==> config.mk <==
export PLATFORM = sky130hd
export DESIGN_NAME = id_ex_reg
export DESIGN_NICKNAME = d
export VERILOG_FILES = /design/src/rtl/id_ex_reg.sv
export SDC_FILE = /design/constraint.sdc
export NUM_CORES = 1
export LEC_CHECK = 0
export ABC_CLOCK_PERIOD_IN_PS = 1700
export CAP_MARGIN = 20
export CORE_MARGIN = 2
export CORE_UTILIZATION = 35
export CTS_CLUSTER_DIAMETER = 60
export CTS_CLUSTER_SIZE = 30
export DETAILED_ROUTE_END_ITERATION = 6
export PLACE_DENSITY = 0.86
export SYNTH_ARGS = -nofsm -noshare
export SYNTH_HDL_FRONTEND = slang
export SYNTH_SLANG_ARGS = --single-unit
==> constraint.sdc <==
create_clock -name clk -period 1.7 [get_ports clk]
set_input_delay 0.34 -clock clk [delete_from_list [all_inputs] [get_ports clk]]
set_output_delay 0.34 -clock clk [all_outputs]
set_load 0.01 [all_outputs]
==> src/rtl/id_ex_reg.sv <==
// ID/EX pipeline register for the OpenMIPS32 core.
// Carries the decoded instruction into EX and handles stall, bubble and flush.
module id_ex_reg #(
    parameter int STALL_CNT_W = 16
) (
    input  logic                   clk,
    input  logic                   rst,
    input  logic [5:0]             stall,
    input  logic                   flush,
    input  logic [7:0]             id_aluop,
    input  logic [2:0]             id_alusel,
    input  logic [31:0]            id_reg1,
    input  logic [31:0]            id_reg2,
    input  logic [4:0]             id_wd_addr,
    input  logic                   id_wreg,
    input  logic [31:0]            id_link_addr,
    input  logic                   id_is_in_delayslot,
    input  logic                   next_inst_in_delayslot_i,
    output logic [7:0]             ex_aluop,
    output logic [2:0]             ex_alusel,
    output logic [31:0]            ex_reg1,
    output logic [31:0]            ex_reg2,
    output logic [4:0]             ex_wd_addr,
    output logic                   ex_wreg,
    output logic [31:0]            ex_link_addr,
    output logic                   ex_is_in_delayslot,
    output logic                   is_in_delayslot_o,
    output logic                   ex_valid,
    output logic [STALL_CNT_W-1:0] bubble_cnt
);

    logic id_stop;
    logic ex_stop;
    logic do_bubble;
    logic unused_stall;

    assign id_stop      = stall[2];
    assign ex_stop      = stall[3];
    assign do_bubble    = id_stop && !ex_stop;
    assign unused_stall = ^{stall[5:4], stall[1:0]};

    always_ff @(posedge clk) begin
        if (rst || flush || do_bubble) begin
            ex_aluop           <= 8'h00;
            ex_alusel          <= 3'b000;
            ex_reg1            <= 32'h0;
            ex_reg2            <= 32'h0;
            ex_wd_addr         <= 5'd0;
            ex_wreg            <= 1'b0;
            ex_link_addr       <= 32'h0;
            ex_is_in_delayslot <= 1'b0;
            ex_valid           <= 1'b0;
        end else if (!id_stop) begin
            ex_aluop           <= id_aluop;
            ex_alusel          <= id_alusel;
            ex_reg1            <= id_reg1;
            ex_reg2            <= id_reg2;
            ex_wd_addr         <= id_wd_addr;
            ex_wreg            <= id_wreg;
            ex_link_addr       <= id_link_addr;
            ex_is_in_delayslot <= id_is_in_delayslot;
            ex_valid           <= 1'b1;
        end
    end

    // A bubble keeps the branch context so the delay slot survives the stall
    always_ff @(posedge clk) begin
        if (rst || flush) begin
            is_in_delayslot_o <= 1'b0;
        end else if (!id_stop) begin
            is_in_delayslot_o <= next_inst_in_delayslot_i;
        end
    end

    always_ff @(posedge clk) begin
        if (rst) begin
            bubble_cnt <= '0;
        end else if (!flush && do_bubble && (bubble_cnt != '1)) begin
            bubble_cnt <= bubble_cnt + STALL_CNT_W'(1);
        end
    end

    // ctrl never stops EX while letting ID run
    a_legal_stall: assert property (
        @(posedge clk) disable iff (rst) !(ex_stop && !id_stop)
    );

endmodule

; ---- Word-level counts from Yosys, hierarchy flattened
; Cells that the tools add are included.
[totals]
regBits = 132
input_bits = 124
out_inout_bits = 132
elab_cells = 20
[classes]
add_sub_neg = 1
n_eq_ne = 1
reduce_logical = 7
[ops]
columns = operator, n
row1 = "adder 16 x 1 -> 16 bit, second input constant", 1
row2 = "inequality test 16 bit, second input constant", 1
row3 = logical AND 1 bit, 3
row4 = zero test 1 bit, 2
row5 = logical OR 1 bit, 2

; ---- Logic depth before layout (Yosys ltp)
; Gate-level depths: netlist of run 1.
[logic_depth]
ltp_word = 4
mapped_depth = 6
depth_no_buf = 5

; ---- Least setup slack after synthesis of run 1
; Ideal clock, no wire load.
[synth_path]
path_kind = flip-flop to flip-flop
start = register bubble_cnt[0]
end = register bubble_cnt[14]
setup_time_ps = 70
arrival_ps = 1828
required_ps = 1630
slack_ps = -198
path_stages_with_launch = 6
path_buffers = 0
period_less_slack_ps = 1898
path_cell_list = dfxtp_1 > ha_1 > nand3_1 > or3_4 > or4b_1 > a21oi_1
[synth_between]
elab_chain_len = 2
word_cells_on_any_way = 3
cone_classes = add/sub (1) / eq/ne (1) / reduce/logical (1)
[synth_rtl]
columns = item, line
row1 = from (decl), 29  ; output logic [STALL_CNT_W-1:0] bubble_cnt
row2 = from (signal assigned), 79  ; bubble_cnt <= bubble_cnt + STALL_CNT_W'(1);
row3 = branches (longest 2 deep; another with adder 16 x 1 -> 16 bit), -
; Several ways; the timed one is not identified.
; A chain may end at the register's enable or synchronous reset.

; ---- Final worst setup path of run 1
[layout_path]
start = input port flush
end = register bubble_cnt[14]
[layout_between]
elab_chain_len = 3
[layout_rtl]
columns = item, line
row1 = from (decl), 9  ; input logic flush,
row2 = zero test 1 bit, 78  ; end else if (!flush && do_bubble && (bubble_cnt != '1)) begin
row3 = logical AND 1 bit (2 in series), 78
; Every way passes these cells.

==> results of run 1 <==
[routing by layer]
layer / GRT usage / routed length (um) / part of all wire
met1: 0.201 / 5390 / 0.37
met3: 0.0721 / 1210 / 0.082
met4: 0.0955 / 410 / 0.028
met2: 0.344 / 7670 / 0.52
met5: 0 / 0 / 0
[cell usage after synthesis (all sizes together), types with 2 or more instances]
cell | count | area share
nor2 | 121 | 0.094
buf | 14 | 0.012
and3 | 2 | 0.0026
o21ai | 7 | 0.0072
nor4 | 3 | 0.0052
o31ai | 6 | 0.0093
a21oi | 13 | 0.013
nand2b | 2 | 0.0026
nand3 | 6 | 0.0062
clkbuf | 13 | 0.010
nand2 | 5 | 0.0039
inv | 3 | 0.0023
mux2i | 116 | 0.24
or3 | 9 | 0.013
nor3 | 2 | 0.0021
dfxtp | 132 | 0.55
or4 | 3 | 0.0047
nand4 | 4 | 0.0052
[final cells by class]
| class | instances | share of cell area |
|---|---|---|
| Clock buffer | 23 | 0.0568 |
| Clock inverter | 9 | 0.0150 |
| Inverter | 3 | 0.00134 |
| Multi-Input combinational cell | 310 | 0.253 |
| Sequential cell | 132 | 0.315 |
| Tap cell | 176 | 0.0262 |
| Timing Repair Buffer | 282 | 0.333 |
[state kept, by name (all words and copies together) (netlist names)]
register / flops
ex_link_addr: 32
ex_reg1: 32
ex_reg2: 32
bubble_cnt: 16
ex_aluop: 8
ex_wd_addr: 5
ex_alusel: 3
ex_is_in_delayslot: 1
ex_valid: 1
ex_wreg: 1
is_in_delayslot_o: 1
[worst max path at each step]
stage / to / slack (ps) / depth (start not counted)
6_report: bubble_cnt[14]$_SDFFE_PP0P_ / -8 / 5
2_1_floorplan: bubble_cnt[14]$_SDFFE_PP0P_ / -60 / 4
4_1_cts: bubble_cnt[14]$_SDFFE_PP0P_ / -10 / 5
5_1_grt: bubble_cnt[3]$_SDFFE_PP0P_ / -60 / 7
3_5_place_dp: bubble_cnt[10]$_SDFFE_PP0P_ / -560 / 6
3_3_place_gp: bubble_cnt[10]$_SDFFE_PP0P_ / -540 / 6
[cell families after synthesis]
family	count (synthesis)	share of synthesized area
AOI/OAI and AO/OA	30	0.0364
xor gates and xnor gates	1	0.00181
adders and majority gates	1	0.00258
buffers and inverters	30	0.0243
DFF	132	0.546
muxes	116	0.240
and+or+nand+nor	162	0.149
[critical path, cell delays in order]
cell and delay (ps):
dlygate4sd2_1 250, or3b_4 400, or3_4 410, or4b_4 520, a21oi_1 140
[repair_timing]
item,4_1_cts,5_1_grt
endpoints found under the setup margin,20,25
buffers inserted,1,0
gates resized for setup,22,17
pin swaps,3,4
[cells in the final DEF, fill, tap and decap left out, drive strengths merged, types with 2 or more instances in the layout]
master	count
clkinv	5
buf	32
nand3	6
nand4	4
clkdlybuf4s50	218
o21ai	7
nand2b	2
a21oi	13
clkbuf	23
dfxtp	132
bufinv	3
o31ai	6
dlymetal6s2s	15
nor2	121
nand2	5
nor3	2
dlygate4sd2	17
and3	2
inv	3
or3	9
or4	3
nor4	3
mux2i	116
[metrics by stage]
step / setup TNS (ps) / power, W
4_1_cts: -13.6 / 0.00785
6_report: -7.96 / 0.00777
3_5_place_dp: -4890 / 0.00412
3_3_place_gp: -4000 / 0.00410
5_1_grt: -232 / 0.00805
2_1_floorplan: -64.0 / 0.00361
[where the power goes]
group          switching [W]  leakage (nW)  internal [W]  total, W
Sequential         0.0000410          1.07       0.00317   0.00321
Combinational       0.000317          2.34      0.000522  0.000839
Clock                0.00130         0.297       0.00241   0.00371
==> results.md, run 1 <==
Outcome:
- The checks that failed: negative setup slack.
- The flow ran to the end, but the final reports show violations.

Power:
- The power density normalized to cell area is 923 nW/um2.
- The analysis attributes to cell leakage a power of 3.71 nW.
- IR analysis of the VDD net gives a maximum drop of 0.543 mV.

Yosys:
- The synthesis-stage register bit count is between 100 and 150.
- The mean post-synth cell area is between 10 and 15 um2.
- The post-synth design cell area is between 4000 and 5000 um2.
- Counting every net in the synthesized netlist gives 597.
- The number of different library cells used by synthesis comes to 33.
- For this run, asynchronously set or reset flops after synthesis account for 0.
- In this run, synthesis inferred 0 flip-flops with an integrated enable.
- The main flop type after synthesis is dfxtp_1.
- For this run, the number of Yosys warnings is 0.
- The number of instances in the synthesized netlist is approximately 470.
- The sequential cell area fraction in the yosys report is 0.546.

Timing:
- The final critical delay including setup and external delays is between 1500 and 2000 ps.
- Final hold analysis gives a worst-case slack of ~400 ps.
- The highest clock frequency the design can meet is just under 600 MHz.
- Setup repair after global routing could not meet its margin everywhere.
- The count of final hold-check violations was 0.
- The worst setup slack after layout is -7.96 ps.
- Setup violations remaining at the end of the flow were counted as 1.
- The transition at the pin with the smallest max-transition slack is slightly above 800 ps.
- Clock skew on the completed layout was measured at 1.79 ps.
- The worst pin sits at a relative slew slack of 0.448.
- The final critical-path share of the clock period is 1.00.
- The final max-slew violation count was 0.

Floorplan:
- For this configuration, the core starts out at a cell density of 0.361.
- Measured along the x axis, the die boundary spans approximately 120 um.
- 256 I/O pins were placed.
- Measured along the y axis, the die boundary spans between 100 and 150 um.
- The initialized floorplan defines between 40 and 50 standard-cell rows.
- The die area is ~15000 um2.
- The region available for standard cell placement spans around 13000 um2.

Worst setup path:
- The category of the critical setup timing path is in -> reg.
- The required time of the critical path is 2040 ps.
- The startpoint class of the critical path is an input pin.
- In this run the critical register-to-register path is launched from bubble_cnt[0]$_SDFFE_PP0P_.
- The startpoint of the worst setup timing path is flush.
- The kind of end point of the critical path is a register.
- Along the worst path, the maximum fanout reaches 3.
- The worst register-to-register path has a setup slack of ~10 ps.
- Data on the critical path arrives at its endpoint at slightly above 2000 ps.
- The path depth of the worst reg2reg path is 5.
- The capture instance of the worst register-to-register path is bubble_cnt[14]$_SDFFE_PP0P_.

Drt:
- The post-detailed-route via-to-cell ratio is around 4.7.
- The iteration-0 DRC count of the detailed router is roughly 200.
- The total via count after detailed routing is around 4400.
- In the routed design, unresolved DRC markers number 0.
- The first detailed-routing pass ran for 7 iterations.
- Dividing the detail-routed wire length by the instance count gives ~16 um.
- Once detail routing completed, the nets flagged for antenna violations numbered 0.
- The final wirelength is about 15000 um.

Place:
- The number of placed instances, taps included, is between 900 and 1000.
- Once placement finished, the instance area stood at about 7800 um2.
- During placement, the flow inserted port buffers numbering about 250.
- Prior to clock tree synthesis, the placed netlist has a worst setup slack of -560 ps.
- The global placement routability congestion is approximately 0.8.
- The total half-perimeter wirelength after legalization and detailed placement is ~11000 um.

CTS:
- The TritonCTS buffer count is 17.
- CTS saw 132 sinks.
- The clock-pin transition on the worst setup and hold timing paths is 50 ps.
- The number of H-tree levels is 4.
- The later pin in the worst-skew pair is clocked with a latency of ~410 ps.
- The quantity of hold-fixing buffers added after cts is 0.
- TritonCTS built the clock tree.
- No sink is reached through more buffers than the 2 on the longest clock path.
- The buffer type at the clock tree root is clkbuf_16.

Global routing:
- The first-pass GRT wire length is between 20000 and 25000 um.
- The via count of the first global-routing pass was approximately 4500.
- The leftover overflow at the end of global routing is 0.
- The number of antenna violations at the first check in global routing was 0.
- The pin count of the biggest net entering global routing is 117.
- The aggregate global-route resource usage is 0.194.

Layout:
- The filler cells instantiated in the layout total roughly 1000.
- The layout-stage area growth over the synthesis result is 73.8%.
- The combined flip-flop and latch cell area is between 2000 and 3000 um2.
- For this run, the post-layout net count is 871.
- The final core utilization is 0.628.
- In the final layout, the share of cells above drive strength 1 is 0.0988.
- The cell area after layout is 8410 um2.
- The number of antenna diodes is 0.
- The multi-input combinational cells in the finished layout cover a total of between 2000 and 2500 um2.
- The finished layout holds slightly above 900 standard cells, fillers aside.

Worst hold path:
- The worst hold path passes through 3 cells.
- The worst hold path terminates at is_in_delayslot_o$_SDFFE_PP0N_.
- The tightest min-delay check is of the in -> reg type.
- The startpoint identified for the worst hold timing path is flush.

Run:
- The max-capacitance violation count is 0.
No activity file was read; power rests on OpenSTA's default activity.
==> run 2: changes to the inputs <==
--- a/config.mk
+++ b/config.mk
@@ -9,7 +9,6 @@
 export CAP_MARGIN = 20
 export CORE_MARGIN = 2
 export CORE_UTILIZATION = 35
-export CTS_CLUSTER_DIAMETER = 60
 export CTS_CLUSTER_SIZE = 30
 export DETAILED_ROUTE_END_ITERATION = 6
 export PLACE_DENSITY = 0.86
==> results of run 2 <==
Same layout as run 1: the final DEF is identical, and so are final timing and power.
==> run 3: changes to the inputs <==
==> constraint.sdc (replaced) <==
create_clock -name clk -period 1.7 [get_ports clk]
set_input_delay 0.17 -clock clk [delete_from_list [all_inputs] [get_ports clk]]
set_output_delay 0.17 -clock clk [all_outputs]
set_load 0.01 [all_outputs]
==> run 3 against run 2 <==
The run now ends clean. Utilization is essentially flat. Count of clock-buffer cells in the layout up 1. Worst hold slack got worse by 34 ps. Critical endpoint is now bubble_cnt[15]$_SDFFE_PP0P_. Total power fell by 1.4%. Die area did not move.
==> results.md, run 3 (same netlist as run 1, synthesis figures left out) <==
Global routing:
- The via count of the first global-routing pass came to 4648.
- The number of antenna violations at the first check in global routing is 0.
- The leftover overflow at the end of global routing is 0.
- The first-pass GRT wire length is approximately 23000 um.
- Entering global routing, the biggest net connects between 60 and 70 pins.
- The aggregate global-route resource usage is 0.197.

Worst hold path:
- The path class of the lowest-slack min-delay path is in -> reg.
- The startpoint identified for the worst hold timing path is id_link_addr[20].

Floorplan:
- The floorplan has 42 rows.
- The initial standard-cell utilization of the core is 0.361.
- The area of the core region is between 10000 and 15000 um2.
- The I/O pin count is roughly 260.
- The die is approximately 120 um tall.
- In this run the horizontal extent of the chip is ~120 um.
- The die area is 14800 um2.

Timing:
- The worst hold slack is 366 ps.
- The setup TNS is 0 ps.
- In this run the tightest slew margin relative to its limit is 0.643.
- For the pin with the worst max-slew slack, the measured transition is ~540 ps.
- The post-route clock skew is between 4 and 5 ps.
- The highest clock frequency the design can meet is between 500 and 600 MHz.
- Dividing the final minimum period by the clock period gives 0.992.
- The final max-slew violation count is 0.
- The final critical delay including setup and external delays is about 1700 ps.
- The final number of setup-violating endpoints is 0.
- The count of final hold-check violations is 0.

Power:
- Of the total power, the clock network draws 0.471.
- The internal power is between 0.006 and 0.007 W.
- The reported leakage power is around 3.4 nW.
- The maximum VDD drop is about 0.6 mV.
- The design draws between 0.007 and 0.008 W.
- The switching fraction of total power is 0.216.
- For this design the ratio of total power to cell area is 909 nW/um2.
- The net switching component of the power is approximately 0.0016 W.
- The share of power burned in combinational logic is 0.109.
- The sequential cell fraction of total power is 0.420.

Run:
- The tool flagged a number of max-cap violations equal to 0.

Drt:
- In the routed design, unresolved DRC markers number 0.
- The first detailed-routing pass took 6 iterations.
- Dividing the detail-routed wire length by the instance count gives about 16 um.
- Across all layers, the routed design uses 4526 vias.
- The antenna violation net count after detailed routing is 0.
- The post-detailed-route via-to-cell ratio is about 4.8.
- The iteration-0 DRC count of the detailed router is 274.
- For this block, the routed nets add up to between 10000 and 15000 um of wire.

CTS:
- The tree built by TritonCTS fans out to around 130 sinks.
- The buffer type at the clock tree root is clkbuf_16.
- The clock latency reported for the late side of the worst-skew pair is between 400 and 500 ps.
- The TritonCTS clock tree is built.
- TritonCTS created 17 clock buffers.
- The number of H-tree levels is 4.
- The clock-pin transition on the worst setup and hold timing paths is ~60 ps.
- The clock passes through at most 2 buffers.

Worst setup path:
- Traced cell by cell, the critical path runs through ha_4 -> nand3_2 -> buf_4 -> o2111ai_2 -> or4_1 -> a21oi_2.
- The startpoint class of the critical path is a register.
- The category of the critical setup timing path is reg -> reg.
- The library cell contributing the largest single delay on the critical path is or4_1.
- The critical path buffer and inverter count is 1.
- On the critical path the largest part of the delay comes from simple AND/OR/NAND/NOR gates.
- For this run, the slowest stage of the critical path takes about 520 ps.
- STA puts the critical path data arrival time at slightly above 2000 ps.
- The highest net fanout along the worst path is 6.
- The startpoint of the worst setup timing path is bubble_cnt[0]$_SDFFE_PP0P_.
- STA classifies the critical path endpoint as a register.
- The critical register-to-register path startpoint is bubble_cnt[0]$_SDFFE_PP0P_.
- Data on the critical path is required at its endpoint by slightly above 2000 ps.

Outcome:
- The flow ran to the end, and the final reports show no timing, DRC or antenna violations.

Layout:
- In the final layout, the registers with the most flip-flops are ex_link_addr: 32 flops, ex_reg1: 32 flops, ex_reg2: 32 flops.
- The library cell used most frequently in the layout, excluding fill and tap cells, is clkdlybuf4s50_1.
- In the layout the commonest cells are clkdlybuf4s50_1, dfxtp_1, nor2_1.
- The count of filler cells inserted in the layout is approximately 1100.
- The area growth from synthesis to layout is 73.9%.
- The number of nets at the end of the flow is approximately 870.
- The number of antenna diodes is 0.
- Once layout is done, the placed cells without fillers occupy between 8000 and 9000 um2.
- In the final layout, the share of cells above drive strength 1 is 0.111.
- For this run, the share of the core covered by cells in the final layout is 0.628.

Place:
- Summed over all nets, the half-perimeter wirelength after detailed placement is approximately 11000 um.
- The congestion estimate from routability-driven global placement came to ~0.85.
- The placed cell area is 7750 um2.
- The number of port buffers is ~250.
==> run 3: cell count changes in the layout (fill, tap and decap cells not counted), moves of 2 or more <==
cell	before	now
a21oi_1	13	9
dfxtp_1	127	125
clkdlybuf4s50_1	218	249
a21oi_2	0	4
dlymetal6s2s_1	15	1
dlygate4sd2_1	17	0
==> run 3: area by class of cell <==
class | count | area [um2] | share of cell area
clock buffer | 24 | 492 | 0.0584
clock inverter | 8 | 97.6 | 0.0116
inverter | 3 | 11.3 | 0.00134
multi-input combinational | 310 | 2150 | 0.255
sequential | 132 | 2660 | 0.316
tap | 176 | 220 | 0.0262
timing repair buffer | 282 | 2790 | 0.331
==> run 3: repair_timing <==
action | CTS | global route
gates resized for setup | 2 | 11
setup buffers | 1 | 3
endpoints found under the setup margin | 3 | 8
hold buffers | 0 | 0
pin swaps | 0 | 5
==> run 3: layer usage <==
layer,wire (um),vias up,share of wire,track usage
met1,5290,2094,0.36,0.196
met4,397,0,0.027,0.0876
met2,7510,220,0.52,0.361
li1,-,2173,-,-
met5,0,-,0,0
met3,1360,39,0.093,0.0763
==> run 3: worst reg2reg max path, delay by kind of cell (launching register included) <==
kind	cells	cell delay [ps]
and+or+nand+nor	2	600
DFF	1	360
AOI/OAI and AO/OA	2	330
adders and majority gates	1	170
buffers and inverters	1	150
==> run 3: path summary, 6_finish.rpt <==
check | slack, ps | cells after the start | end
worst max register to register | 10 | 6 | bubble_cnt[15]$_SDFFE_PP0P_
worst min-delay path | 370 | 3 | ex_link_addr[20]$_SDFFE_PP0N_
worst max-delay path | 10 | 6 | bubble_cnt[15]$_SDFFE_PP0P_
worst min register to register | 460 | 2 | ex_valid$_SDFFE_PP0N_
==> run 3: power groups by stage <==
stage / Combinational, W / Clock [W] / Sequential [W]
6_report: 0.000836 / 0.00360 / 0.00321
5_1_grt: 0.000895 / 0.00384 / 0.00322
4_1_cts: 0.000843 / 0.00369 / 0.00321
3_5_place_dp: 0.000839 / 0 / 0.00328
3_3_place_gp: 0.000820 / 0 / 0.00327
2_1_floorplan: 0.000292 / 0 / 0.00331
==> run 3: per-stage QoR <==
stage	setup slack, ps	std cells
floorplan	7.93	472
global placement	-388	899
detailed placement	-440	899
CTS	3.26	932
global route	-46.9	935
finish	13.7	935
